==> src/rtl/mem_access_unit.sv <==
// -----------------------------------------------------------------------------
// mem_access_unit
//
// Memory-side stage sitting directly after the multi-cycle Controller. It
// turns a MemRead/MemWrite pulse into a req/ack transaction with a
// variable-latency memory. It also holds the Instruction Register and the
// Memory Data Register, and raises Stall so the Controller holds its state
// until the access completes.
//
// Handshake: the unit raises mem_req and holds mem_addr, mem_we and mem_wdata
// stable until memory answers. Memory answers with a single-cycle mem_ack,
// and mem_rdata is valid in that same cycle. mem_ack is ignored in every
// state except REQ.
//
// Parameter:
//   TIMEOUT   - REQ cycles allowed without mem_ack before the access is
//               aborted (1..255).
//
// Optional feature (macro MEM_PERF_CNT_EN):
//   Defined   - AccessCnt counts completed accesses and WaitCnt counts REQ
//               cycles without ack. Both counters saturate.
//   Undefined - both counters are tied to 0.
//
// Ports:
//   clk, reset            - rising-edge clock; synchronous active-low reset
//   MemRead, MemWrite     - Controller commands; a rising edge of their OR is
//                           one command
//   IRWrite               - together with MemRead, marks an instruction fetch
//   Address, WriteData    - byte address and store data, latched on accept
//   mem_req, mem_we       - memory request and write enable
//   mem_addr, mem_wdata   - registered address and write data
//   mem_rdata, mem_ack    - memory read data and completion strobe
//   Instruction, MemData  - IR and MDR contents
//   Stall                 - Controller must hold its state while 1
//   Done                  - one-cycle completion pulse (success or error)
//   AccessErr             - sticky error flag for misalignment, read+write
//                           together, or timeout
//   AccessCnt, WaitCnt    - performance counters
// -----------------------------------------------------------------------------
module mem_access_unit #(
   parameter int unsigned TIMEOUT = 16
) (
   input  logic        clk,
   input  logic        reset,
   input  logic        MemRead,
   input  logic        MemWrite,
   input  logic        IRWrite,
   input  logic [31:0] Address,
   input  logic [31:0] WriteData,
   output logic        mem_req,
   output logic        mem_we,
   output logic [31:0] mem_addr,
   output logic [31:0] mem_wdata,
   input  logic [31:0] mem_rdata,
   input  logic        mem_ack,
   output logic [31:0] Instruction,
   output logic [31:0] MemData,
   output logic        Stall,
   output logic        Done,
   output logic        AccessErr,
   output logic [31:0] AccessCnt,
   output logic [31:0] WaitCnt
);

   typedef enum logic [1:0] {
      IDLE = 2'd0,
      REQ  = 2'd1,
      DONE = 2'd2,
      ERR  = 2'd3
   } state_t;

   localparam logic [7:0] WAIT_LAST = 8'(TIMEOUT - 1);

   state_t     state;
   logic       cmd;
   logic       cmd_prev;
   logic       accept;
   logic       bad_cmd;
   logic       is_fetch;
   logic [7:0] wait_cnt;

   // Edge detection on the command: a command held high is issued only once.
   assign cmd     = MemRead | MemWrite;
   assign accept  = (state == IDLE) & cmd & ~cmd_prev;
   assign bad_cmd = (MemRead & MemWrite) | (Address[1:0] != 2'b00);

   // Stall is combinational so that the Controller freezes in the same cycle
   // it issues the command.
   assign Stall = (state == REQ) | accept;

   always_ff @(posedge clk) begin
      if (!reset) begin
         state       <= IDLE;
         cmd_prev    <= 1'b0;
         mem_req     <= 1'b0;
         mem_we      <= 1'b0;
         mem_addr    <= '0;
         mem_wdata   <= '0;
         Instruction <= '0;
         MemData     <= '0;
         Done        <= 1'b0;
         AccessErr   <= 1'b0;
         is_fetch    <= 1'b0;
         wait_cnt    <= '0;
      end else begin
         cmd_prev <= cmd;
         Done     <= 1'b0;
         case (state)
            IDLE: begin
               if (accept) begin
                  if (bad_cmd) begin
                     // A rejected command never reaches memory.
                     AccessErr <= 1'b1;
                     Done      <= 1'b1;
                     state     <= ERR;
                  end else begin
                     mem_addr  <= Address;
                     mem_wdata <= WriteData;
                     mem_we    <= MemWrite;
                     is_fetch  <= IRWrite & MemRead;
                     wait_cnt  <= '0;
                     mem_req   <= 1'b1;
                     state     <= REQ;
                  end
               end
            end
            REQ: begin
               if (mem_ack) begin
                  if (!mem_we) begin
                     if (is_fetch) Instruction <= mem_rdata;
                     else          MemData     <= mem_rdata;
                  end
                  mem_req <= 1'b0;
                  Done    <= 1'b1;
                  state   <= DONE;
               end else if (wait_cnt == WAIT_LAST) begin
                  mem_req   <= 1'b0;
                  Done      <= 1'b1;
                  AccessErr <= 1'b1;
                  state     <= ERR;
               end else begin
                  wait_cnt <= wait_cnt + 8'd1;
               end
            end
            DONE:    state <= IDLE;
            ERR:     state <= IDLE;
            default: state <= IDLE;
         endcase
      end
   end

`ifdef MEM_PERF_CNT_EN
   always_ff @(posedge clk) begin
      if (!reset) begin
         AccessCnt <= '0;
         WaitCnt   <= '0;
      end else begin
         // DONE is entered exactly when an ack arrives in REQ.
         if ((state == REQ) && mem_ack && (AccessCnt != 32'hFFFF_FFFF))
            AccessCnt <= AccessCnt + 32'd1;
         if ((state == REQ) && !mem_ack && (WaitCnt != 32'hFFFF_FFFF))
            WaitCnt <= WaitCnt + 32'd1;
      end
   end
`else
   assign AccessCnt = '0;
   assign WaitCnt   = '0;
`endif

endmodule

==> config.mk <==
export PLATFORM = sky130hd
export DESIGN_NAME = mem_access_unit
export DESIGN_NICKNAME = d
export VERILOG_FILES = /design/src/rtl/mem_access_unit.sv
export SDC_FILE = /design/constraint.sdc
export NUM_CORES = 1
export LEC_CHECK = 0
export CAP_MARGIN = 25
export CORE_MARGIN = 2
export CORE_UTILIZATION = 40
export CTS_CLUSTER_DIAMETER = 40
export DETAILED_ROUTE_END_ITERATION = 10
export PLACE_DENSITY = 0.84
export RECOVER_POWER = 25
export SLEW_MARGIN = 0
export SYNTH_ARGS = -nofsm -noshare
export SYNTH_HDL_FRONTEND = slang
export SYNTH_SLANG_ARGS = --single-unit
==> constraint.sdc <==
create_clock -name clk -period 2.25 [get_ports clk]
set_clock_uncertainty 0.2 [all_clocks]
set_input_delay 0.5625 -clock clk [delete_from_list [all_inputs] [get_ports clk]]
set_output_delay 0.5625 -clock clk [all_outputs]
set_load 0.05 [all_outputs]
==> flow_summary_export.csv <==
group,metric,value,unit
clocking,cts_root_buffer,"clkbuf_16",
layout,final_nets,1055,
sta,rsz0062_at_grt,"no",
synthesis,synth_seq_cells,144,
synthesis,async_flop_share,0,%
synthesis,yosysMostFrequentCell,"nand2_1",
critical_path,startpoint_type,"primary input",
placement,gp_congestion,0.792,
critical_path,cp_data_required_time,2.36,ns
sta,maxSlewHeadroom,54.8,%
power_and_ir_drop,net-switching-power,0.00181,W
synthesis,ys_seq_area_share,48.0,%
critical_path,cp_max_fo,8,
synthesis,syn-instance-count,717,
sta,period_minus_slack,2.20,ns
detailed_routing,drcViolationCount,0,
power_and_ir_drop,powerDensity,747,mW/mm2
layout,area_delta_synth_final,43.2,%
layout,final_layout_size_suffix_gt1_share,7.57,%
clocking,cts_buffer_depth,2,
synthesis,synth_top_area_share,48.0,%
placement,port_buffers,234,
grt,grt_max_degree,101,
synthesis,synth_top_cells_by_area,"dfxtp_1 48%, nand2_1 16%, a21boi_0 14%",
layout,antenna_cells,0,
power_and_ir_drop,combPwrFrac,15.7,%
critical_path,end_kind,"flop",
detailed_routing,vias_per_cell,4.65,
synthesis,synthMuxAreaShare,0.333,%
synthesis,synthFlopType,"dfxtp_1",
clocking,insertion_delay,0.41,ns
synthesis,synth_cell_types,41,
synthesis,yosys.area_share.simple,20.7,%
synthesis,synth_top_area_cell,"dfxtp_1",
power_and_ir_drop,max-vdd-ir-drop,0.484,mV
sta,fmaxAchievable,455,MHz
outcome,outcome,"completed",
floorplan,rows,44,
synthesis,synth-compound-area-share,18.7,%
power_and_ir_drop,leakagePower,3.47,nW
clocking,cts-htree-levels,4,
synthesis,avgSynthCellArea,8.37,um2
clocking,cts_hold_buf,0,
clocking,path_clk_slew,0.06,ns
critical_path,cp.arrival,2.30,ns
synthesis,synth-edff-count,0,
synthesis,synth-xor-area-share,0.146,%
power_and_ir_drop,pwr-share-clk,43.1,%
power_and_ir_drop,swShare,28.2,%
sta,drv_slew,0,
detailed_routing,antenna_left,0,
grt,grt_use_total,19.3,%
min_path,hp-class,"flop to flop",
detailed_routing,totalWireLength,16000,um
synthesis,synth_fa_ha_area_share,0.208,%
sta,hold_viol_final,0,
sta,tightest_slew,0.681,ns
synthesis,ys.warnings.count,0,
grt,antenna_found_initial,1,
floorplan,start_util,41.1,%
placement,placedCellCount,1115,
clocking,cts_tree,"built",
floorplan,core,0.0146,mm2
power_and_ir_drop,p_int,0.00461,W
grt,grt_overflow_total,0,
clocking,cts_setup_buffers,0,
floorplan,die_area,0.0160,mm2
layout,fillers,1328,
power_and_ir_drop,seqPwrFrac,41.2,%
detailed_routing,wire_per_inst,13.9,um
flow_run,maxCapViolations,0,
critical_path,crit_type,"primary input to flop",
synthesis,synth_top_family_by_area,"simple AND/OR/NAND/NOR gates",
floorplan,fp.dieH,127,um
detailed_routing,drt_iter0_markers,294,
floorplan,io_pins,299,
layout,fin_cells,1148,
clocking,cts_buffers,17,
placement,dpl.hpwl,10900,um
power_and_ir_drop,p_total,0.00642,W
clocking,cts_sinks,144,
detailed_routing,first_pass_iters,4,
grt,grt_pass1_wl,25000,um
synthesis,ys_top_cells_by_count,"262 x nand2_1, 144 x dfxtp_1, 110 x a21boi_0",
floorplan,die_x,127,um
detailed_routing,vias,5334,
synthesis,netlist_area,0.00600,mm2
grt,grt_pass1_vias,5156,
sta,finalSetupTns,0,ns
sta,fin_crit_sh,97.6,%
sta,setup_violations,0,
[registers in the layout, summed over array words and instances, names as in the netlist]
signal and cells:
AccessErr 1, Done 1, Instruction 32, MemData 32, cmd_prev 1, is_fetch 1, mem_addr 32, mem_req 1
mem_wdata 32, mem_we 1, state 2, wait_cnt 8
[path summary, 6_finish.rpt]
check | to | slack, ns | cells after the start | start
min | mem_addr[27] | 0.25 | 2 | mem_addr[27]
min reg2reg | mem_addr[27] | 0.25 | 2 | mem_addr[27]
max reg2reg | Instruction[15] | 0.18 | 6 | state[1]
max | wait_cnt[6] | 0.05 | 5 | Address[0]
[through the flow]
stage / utilization, % / setup slack (ns) / hold WS, ns / area [um2]
floorplan: - / 0.0857 / 0.240 / 6240
global placement: 56.6 / -0.583 / 0.240 / 8260
detailed placement: 56.6 / -0.622 / 0.244 / 8260
CTS: 60.1 / 0.000830 / 0.250 / 8770
global route: 58.9 / 0.00388 / 0.260 / 8600
finish: 58.9 / 0.0541 / 0.247 / 8600
[cell type report]
cell class	count	area [um2]	share of cell area, %
clock buffer	19	443	5.15
sequential	144	2880	33.5
multi-input combinational	525	2690	31.2
clock inverter	12	135	1.57
tap	184	230	2.68
timing repair buffer	263	2220	25.8
inverter	1	3.75	0.0437
[routing by layer]
layer / share of wire, % / vias to the layer above / global-route usage (%)
li1: - / 2676 / -
met1: 40 / 2427 / 22.0
met2: 48 / 214 / 32.4
met3: 9.7 / 15 / 8.44
met4: 1.3 / 2 / 6.66
met5: 0.069 / - / 0
[worst max-delay path, cell delays in order]
cell	delay (ns)
clkdlybuf4s50_1	0.43
or2_2	0.32
or4_4	0.58
a31o_1	0.24
a21o_1	0.16
[timing repair]
action / 4_1_cts / 5_1_grt
gates resized for setup: 77 / 11
setup endpoints to repair: 143 / 62
pin swaps: 2 / 5
cloned: 0 / 2
[power groups by stage]
| stage | clock (W) | sequential [W] | combinational, W |
|---|---|---|---|
| after detailed placement | 0 | 0.00270 | 0.00103 |
| after CTS | 0.00283 | 0.00265 | 0.00102 |
| after global routing | 0.00295 | 0.00265 | 0.00107 |
| after global placement | 0 | 0.00270 | 0.00103 |
| final | 0.00276 | 0.00265 | 0.00101 |
| after floorplan | 0 | 0.00290 | 0.000532 |
[layout by cell type (no fill, tap or decap), types with 3 or more instances in the layout]
master,count
clkbuf_1,61
nand3_1,4
dlygate4sd2_1,69
conb_1,64
nand2b_1,5
o22ai_1,3
buf_6,5
a21boi_0,106
a21boi_1,23
and3_1,5
clkbuf_2,3
buf_4,17
clkdlybuf4s50_1,98
nor2_1,4
a21oi_1,8
nand2_1,262
a31oi_1,3
o21ai_0,4
clkbuf_16,19
dfxtp_1,144
buf_12,7
clkinvlp_4,4
inv_6,3
nor2b_1,3
[cell families (layout without fill, tap and decap cells)]
group,Yosys count,count (layout)
simple gates,303,303
compound gates,154,154
flops,144,144
buf+inv,111,295
mux,2,2
fa+ha+maj,1,1
other cells,1,64
xor+xnor,1,1
(Power assumes the default switching activity.)
